<file path="src/rtl/pp_shift_add_mult.sv">
// pp_shift_add_mult
//   Sequential unsigned shift-add multiplier. One operand bit is consumed
//   per RUN cycle. The accumulator adder is a WIDTH-bit ripple chain whose
//   lowest APPROX_BITS positions use approximate cells (cout = x|y). The
//   adder is only enabled (add_en) on cycles where the current multiplier
//   bit is 1. Cycles that skip the add are counted in skip_cnt.
//
//   state | meaning
//   ------+-------------------------------------------------------------
//   IDLE  | waiting for start; in_ready = 1
//   RUN   | WIDTH add/shift iterations; add_en = Q[0]
//   DONE  | product = {A,Q} held with out_valid = 1 until out_ready
//
// Ports
//   clk, rst_n          clock, asynchronous active-low reset
//   start / in_ready    request handshake (accepted only in IDLE)
//   a, b                multiplicand / multiplier (unsigned, WIDTH bits)
//   product / out_valid result (2*WIDTH bits) and its valid flag
//   out_ready           downstream consumes product (only used in DONE)
//   add_en              accumulator adder clock-gate enable this cycle
//   skip_cnt            wrapping count of RUN cycles with the add gated off
module pp_shift_add_mult #(
  parameter int WIDTH       = 8,
  parameter int APPROX_BITS = 0
) (
  input  logic               clk,
  input  logic               rst_n,
  input  logic               start,
  output logic               in_ready,
  input  logic [WIDTH-1:0]   a,
  input  logic [WIDTH-1:0]   b,
  output logic [2*WIDTH-1:0] product,
  output logic               out_valid,
  input  logic               out_ready,
  output logic               add_en,
  output logic [15:0]        skip_cnt
);

  localparam int            CW   = $clog2(WIDTH) + 1;
  localparam logic [CW-1:0] LAST = CW'(WIDTH - 1);

  typedef enum logic [1:0] {
    IDLE = 2'd0,
    RUN  = 2'd1,
    DONE = 2'd2
  } state_t;

  state_t           state_q, state_d;
  logic [WIDTH-1:0] m_q, q_q, a_q;
  logic             c_q;
  logic [CW-1:0]    cnt_q;
  logic [WIDTH-1:0] sum;
  logic             sum_c;
  logic             last_iter;

  assign last_iter = (cnt_q == LAST);
  assign product   = {a_q, q_q};

  // Ripple-carry A + M, carry-in 0. Low positions are approximate cells
  // whose carry ignores the incoming carry.
  always_comb begin
    logic cy;
    cy  = 1'b0;
    sum = '0;
    for (int i = 0; i < WIDTH; i++) begin
      sum[i] = a_q[i] ^ m_q[i] ^ cy;
      if (i < APPROX_BITS) begin
        cy = a_q[i] | m_q[i];
      end else begin
        cy = (a_q[i] & m_q[i]) | (a_q[i] & cy) | (m_q[i] & cy);
      end
    end
    sum_c = cy;
  end

  always_ff @(posedge clk or negedge rst_n) begin
    if (!rst_n) begin
      state_q <= IDLE;
    end else begin
      state_q <= state_d;
    end
  end

  always_comb begin
    state_d   = state_q;
    in_ready  = 1'b0;
    out_valid = 1'b0;
    add_en    = 1'b0;
    unique case (state_q)
      IDLE: begin
        in_ready = 1'b1;
        if (start) state_d = RUN;
      end
      RUN: begin
        add_en = q_q[0];
        if (last_iter) state_d = DONE;
      end
      DONE: begin
        out_valid = 1'b1;
        if (out_ready) state_d = IDLE;
      end
      default: state_d = IDLE;
    endcase
  end

  // Datapath. {C,A,Q} shifts right with 0 entering the MSB, so C is always
  // 0 between iterations; it only carries the adder's carry-out into A.
  always_ff @(posedge clk or negedge rst_n) begin
    if (!rst_n) begin
      m_q      <= '0;
      q_q      <= '0;
      a_q      <= '0;
      c_q      <= 1'b0;
      cnt_q    <= '0;
      skip_cnt <= '0;
    end else begin
      if (state_q == IDLE && start) begin
        m_q   <= a;
        q_q   <= b;
        a_q   <= '0;
        c_q   <= 1'b0;
        cnt_q <= '0;
      end else if (state_q == RUN) begin
        if (q_q[0]) begin
          {c_q, a_q, q_q} <= {1'b0, sum_c, sum, q_q[WIDTH-1:1]};
        end else begin
          {c_q, a_q, q_q} <= {1'b0, c_q, a_q, q_q[WIDTH-1:1]};
          skip_cnt        <= skip_cnt + 16'd1;
        end
        cnt_q <= cnt_q + CW'(1);
      end
    end
  end

endmodule

</file>
<file path="config.mk">
export PLATFORM = sky130hd
export DESIGN_NAME = pp_shift_add_mult
export DESIGN_NICKNAME = d
export VERILOG_FILES = /design/src/rtl/pp_shift_add_mult.sv
export SDC_FILE = /design/constraint.sdc
export NUM_CORES = 1
export LEC_CHECK = 0
export CAP_MARGIN = 20
export CORE_ASPECT_RATIO = 0.8
export CORE_MARGIN = 3
export CORE_UTILIZATION = 49
export DETAILED_ROUTE_END_ITERATION = 12
export PLACE_DENSITY = 0.8
export SYNTH_ARGS = -nofsm -noshare
export SYNTH_HDL_FRONTEND = slang
export SYNTH_SLANG_ARGS = --single-unit
</file>
<file path="constraint.sdc">
create_clock -name clk -period 4.3 [get_ports clk]
set_input_delay 1.29 -clock clk [delete_from_list [all_inputs] [get_ports clk]]
set_output_delay 1.29 -clock clk [all_outputs]
set_load 0.01 [all_outputs]
</file>
==> flow_summary.json <==
{
  "route.detailed.drc": 0,
  "syn_inst": 205,
  "power.switching_uw": 746.9,
  "power.total_uw": 1954,
  "cap_viol_max_count": 0,
  "place_ws_ns": 0.4944,
  "postCtsSetupRepairBufs": 0,
  "endpoint": "a_q[6]$_DFFE_PN0P_",
  "tightest_slew_ns": 0.6647,
  "dpl.hpwl_mm": 3.140,
  "power_switching_share": 0.3822,
  "cts_buffers": 5,
  "fmax_mhz": 261.3,
  "start_util": 0.5147,
  "dpl_cell_area_um2": 2780,
  "grtUsageTotal": 0.1947,
  "die_h_um": 65.81,
  "core_um2": 4257,
  "ctsLongestPathBuffers": 2,
  "hold_path.class": "reg -> reg",
  "outcome": "completed",
  "hold_viol": 0,
  "n_antenna_cell": 0,
  "final_common_cell": "clkdlybuf4s50_1",
  "slew_violations": 0,
  "seq_area_frac_synth": 0.5254,
  "cts_tree": "built",
  "worstPathArrival_ns": 3.99,
  "cp_data_required_time_ns": 4.46,
  "pwr-share-comb": 0.438,
  "drive_above_1_share": 0.07252,
  "antenna_left": 0,
  "r2r-end": "a_q[6]$_DFFE_PN0P_",
  "syn_avg_cell_area_um2": 10.69,
  "rsz0062_at_grt": "false",
  "worst-path-max-fanout": 4,
  "grt_start_max_net_pins": 47,
  "post_drt_wl_per_cell_um": 14.10,
  "grt_pass1_wl_mm": 7.838,
  "ir_drop_v": 0.0004376,
  "vias": 1645,
  "cts_root_buffer": "clkbuf_8",
  "antenna_found_initial": 0,
  "clockPowerShare": 0.165,
  "hold_depth": 1,
  "setup_ws_ns": 0.4736,
  "seqPwrFrac": 0.396,
  "drt_iter0_drc": 54,
  "io_buffers": 54,
  "synth_nets": 235,
  "final.period_utilization": 0.8899,
  "final_nets": 291,
  "insertion_delay_ns": 0.30,
  "grt-ovfl-total": 0,
  "fin_setup_tns_ns": 0,
  "pin_count": 55,
  "fin_area_um2": 2910,
  "vias_per_cell": 5.157,
  "wl_met2_mm": 2.172,
  "crit_type": "reg -> reg",
  "r2r-start": "a_q[0]$_DFFE_PN0P_",
  "ys.warnings.count": 0,
  "grt_pass1_vias": 1681,
  "drt_first_pass_iters": 4,
  "cts_resized": 0,
  "clock-skew-final_ns": 0.007493,
  "r2r_setup_slack_ns": 0.47,
  "die_width_um": 80.76,
  "end_kind": "flop",
  "ctsHoldBuffers": 0,
  "place_congestion": 0.7516,
  "synth-seq-cells": 46,
  "wl_met3_um": 308,
  "htree_levels": 2,
  "cts.clk_slew.worst_paths_ns": 0.09,
  "power_density_nw_per_um2": 671.6,
  "numClockSinks": 46,
  "die_area_um2": 5314,
  "cp-startpoint": "a_q[0]$_DFFE_PN0P_",
  "wl_met1_mm": 1.983,
  "critPathLaunchType": "flop",
  "period_needed_ns": 3.826,
  "areaGrowthSynthToFinish_pct": 32.84,
  "top_layer_used": "met4",
  "r2r_cells": 10,
  "rows": 21,
  "synth_cell_types": 31,
  "max_slew_margin": 0.5569,
  "totalWireLength_mm": 4.499,
  "setup_viol": 0,
  "p_int_uw": 1208,
  "syn_area_um2": 2191,
  "final_cell_mix": "clkdlybuf4s50_1 (53), nand2_1 (52), dfrtp_1 (46)",
  "p_leak_uw": 0.001304
}
[worst min-delay path by stage]
stage	end	slack, ns	startpoint
3_5_place_dp	skip_cnt[15]$_DFFE_PN0P_	0.47	skip_cnt[15]$_DFFE_PN0P_
2_1_floorplan	m_q[0]$_DFFE_PN0P_	0.45	m_q[0]$_DFFE_PN0P_
4_1_cts	skip_cnt[15]$_DFFE_PN0P_	0.49	skip_cnt[15]$_DFFE_PN0P_
5_1_grt	skip_cnt[15]$_DFFE_PN0P_	0.52	skip_cnt[15]$_DFFE_PN0P_
3_3_place_gp	skip_cnt[15]$_DFFE_PN0P_	0.46	skip_cnt[15]$_DFFE_PN0P_
6_report	skip_cnt[15]$_DFFE_PN0P_	0.48	skip_cnt[15]$_DFFE_PN0P_
[Yosys cell counts]
cell,count,area share
mux2_2,1,0.0051
or3b_1,1,0.0040
nand3_1,14,0.032
buf_1,1,0.0017
ha_1,3,0.017
nor3_1,1,0.0023
nor4_1,1,0.0029
a22oi_1,7,0.024
and2b_2,1,0.0040
buf_6,1,0.0051
a21oi_1,1,0.0023
or2_4,1,0.0040
o21ai_0,15,0.034
nand4_1,4,0.011
nor3b_1,1,0.0034
inv_1,2,0.0034
nor2_1,7,0.012
nor3_2,2,0.0091
clkbuf_1,6,0.010
a22o_1,1,0.0040
mux2i_1,8,0.037
fa_1,7,0.064
nor2b_1,1,0.0029
dfrtp_1,46,0.53
and4_1,1,0.0040
nand2_1,52,0.089
nor4_4,2,0.019
xor2_1,5,0.020
xnor2_1,10,0.040
and2_1,1,0.0029
or2b_1,1,0.0034
[kinds of logic (layout without fill, tap and decap cells)]
group	count (synthesis)	after routing	synth area share
DFF	46	46	0.5254
AOI/OAI and AO/OA	24	24	0.06453
adders and majority gates	10	10	0.08110
buffers and inverters	10	67	0.02056
xor gates and xnor gates	15	15	0.05996
muxes	9	9	0.04169
and+or+nand+nor	91	91	0.2068
[per-layer routing]
layer / GRT usage / vias to the layer above
li1: - / 799
met3: 0.06948 / 4
met1: 0.2609 / 792
met2: 0.3079 / 50
met4: 0.03797 / 0
met5: 0 / -
[worst max-delay path, stage by stage (launching register included)]
cell     delay (ns)
dfrtp_1        0.42
ha_1           0.23
fa_1           0.38
fa_1           0.39
fa_1           0.39
fa_1           0.39
fa_1           0.39
fa_1           0.40
fa_1           0.46
mux2i_1        0.15
o21ai_0        0.09
[through the flow]
stage / hold slack [ns] / utilization / std cells
global route: 0.5207 / 0.6837 / 319
global placement: 0.4589 / 0.6531 / 310
finish: 0.4805 / 0.6837 / 319
detailed placement: 0.4701 / 0.6531 / 310
floorplan: 0.4497 / - / 205
CTS: 0.4861 / 0.6790 / 318
[state kept, by name, summed over array words and instances (netlist names)]
signal,cells
state_q,2
a_q,8
q_q,8
cnt_q,4
m_q,8
skip_cnt,16
[power by group through the flow]
stage	clock [uW]	combinational [uW]	sequential, uW
after global placement	0	822	779
after floorplan	0	494	776
after CTS	329	873	779
final	323	857	775
after detailed placement	0	862	782
after global routing	350	971	807
[area by class of cell]
cell class              count  area (um^2)
clock buffers               6        72.57
multi-input cells         149        999.7
well taps                  57        71.32
fillers                   364         1346
repair buffers             57        570.5
flip-flops and latches     46         1151
clock inverters             2        37.54
inverters                   2        7.507
No activity file was read; power rests on OpenSTA's default activity.
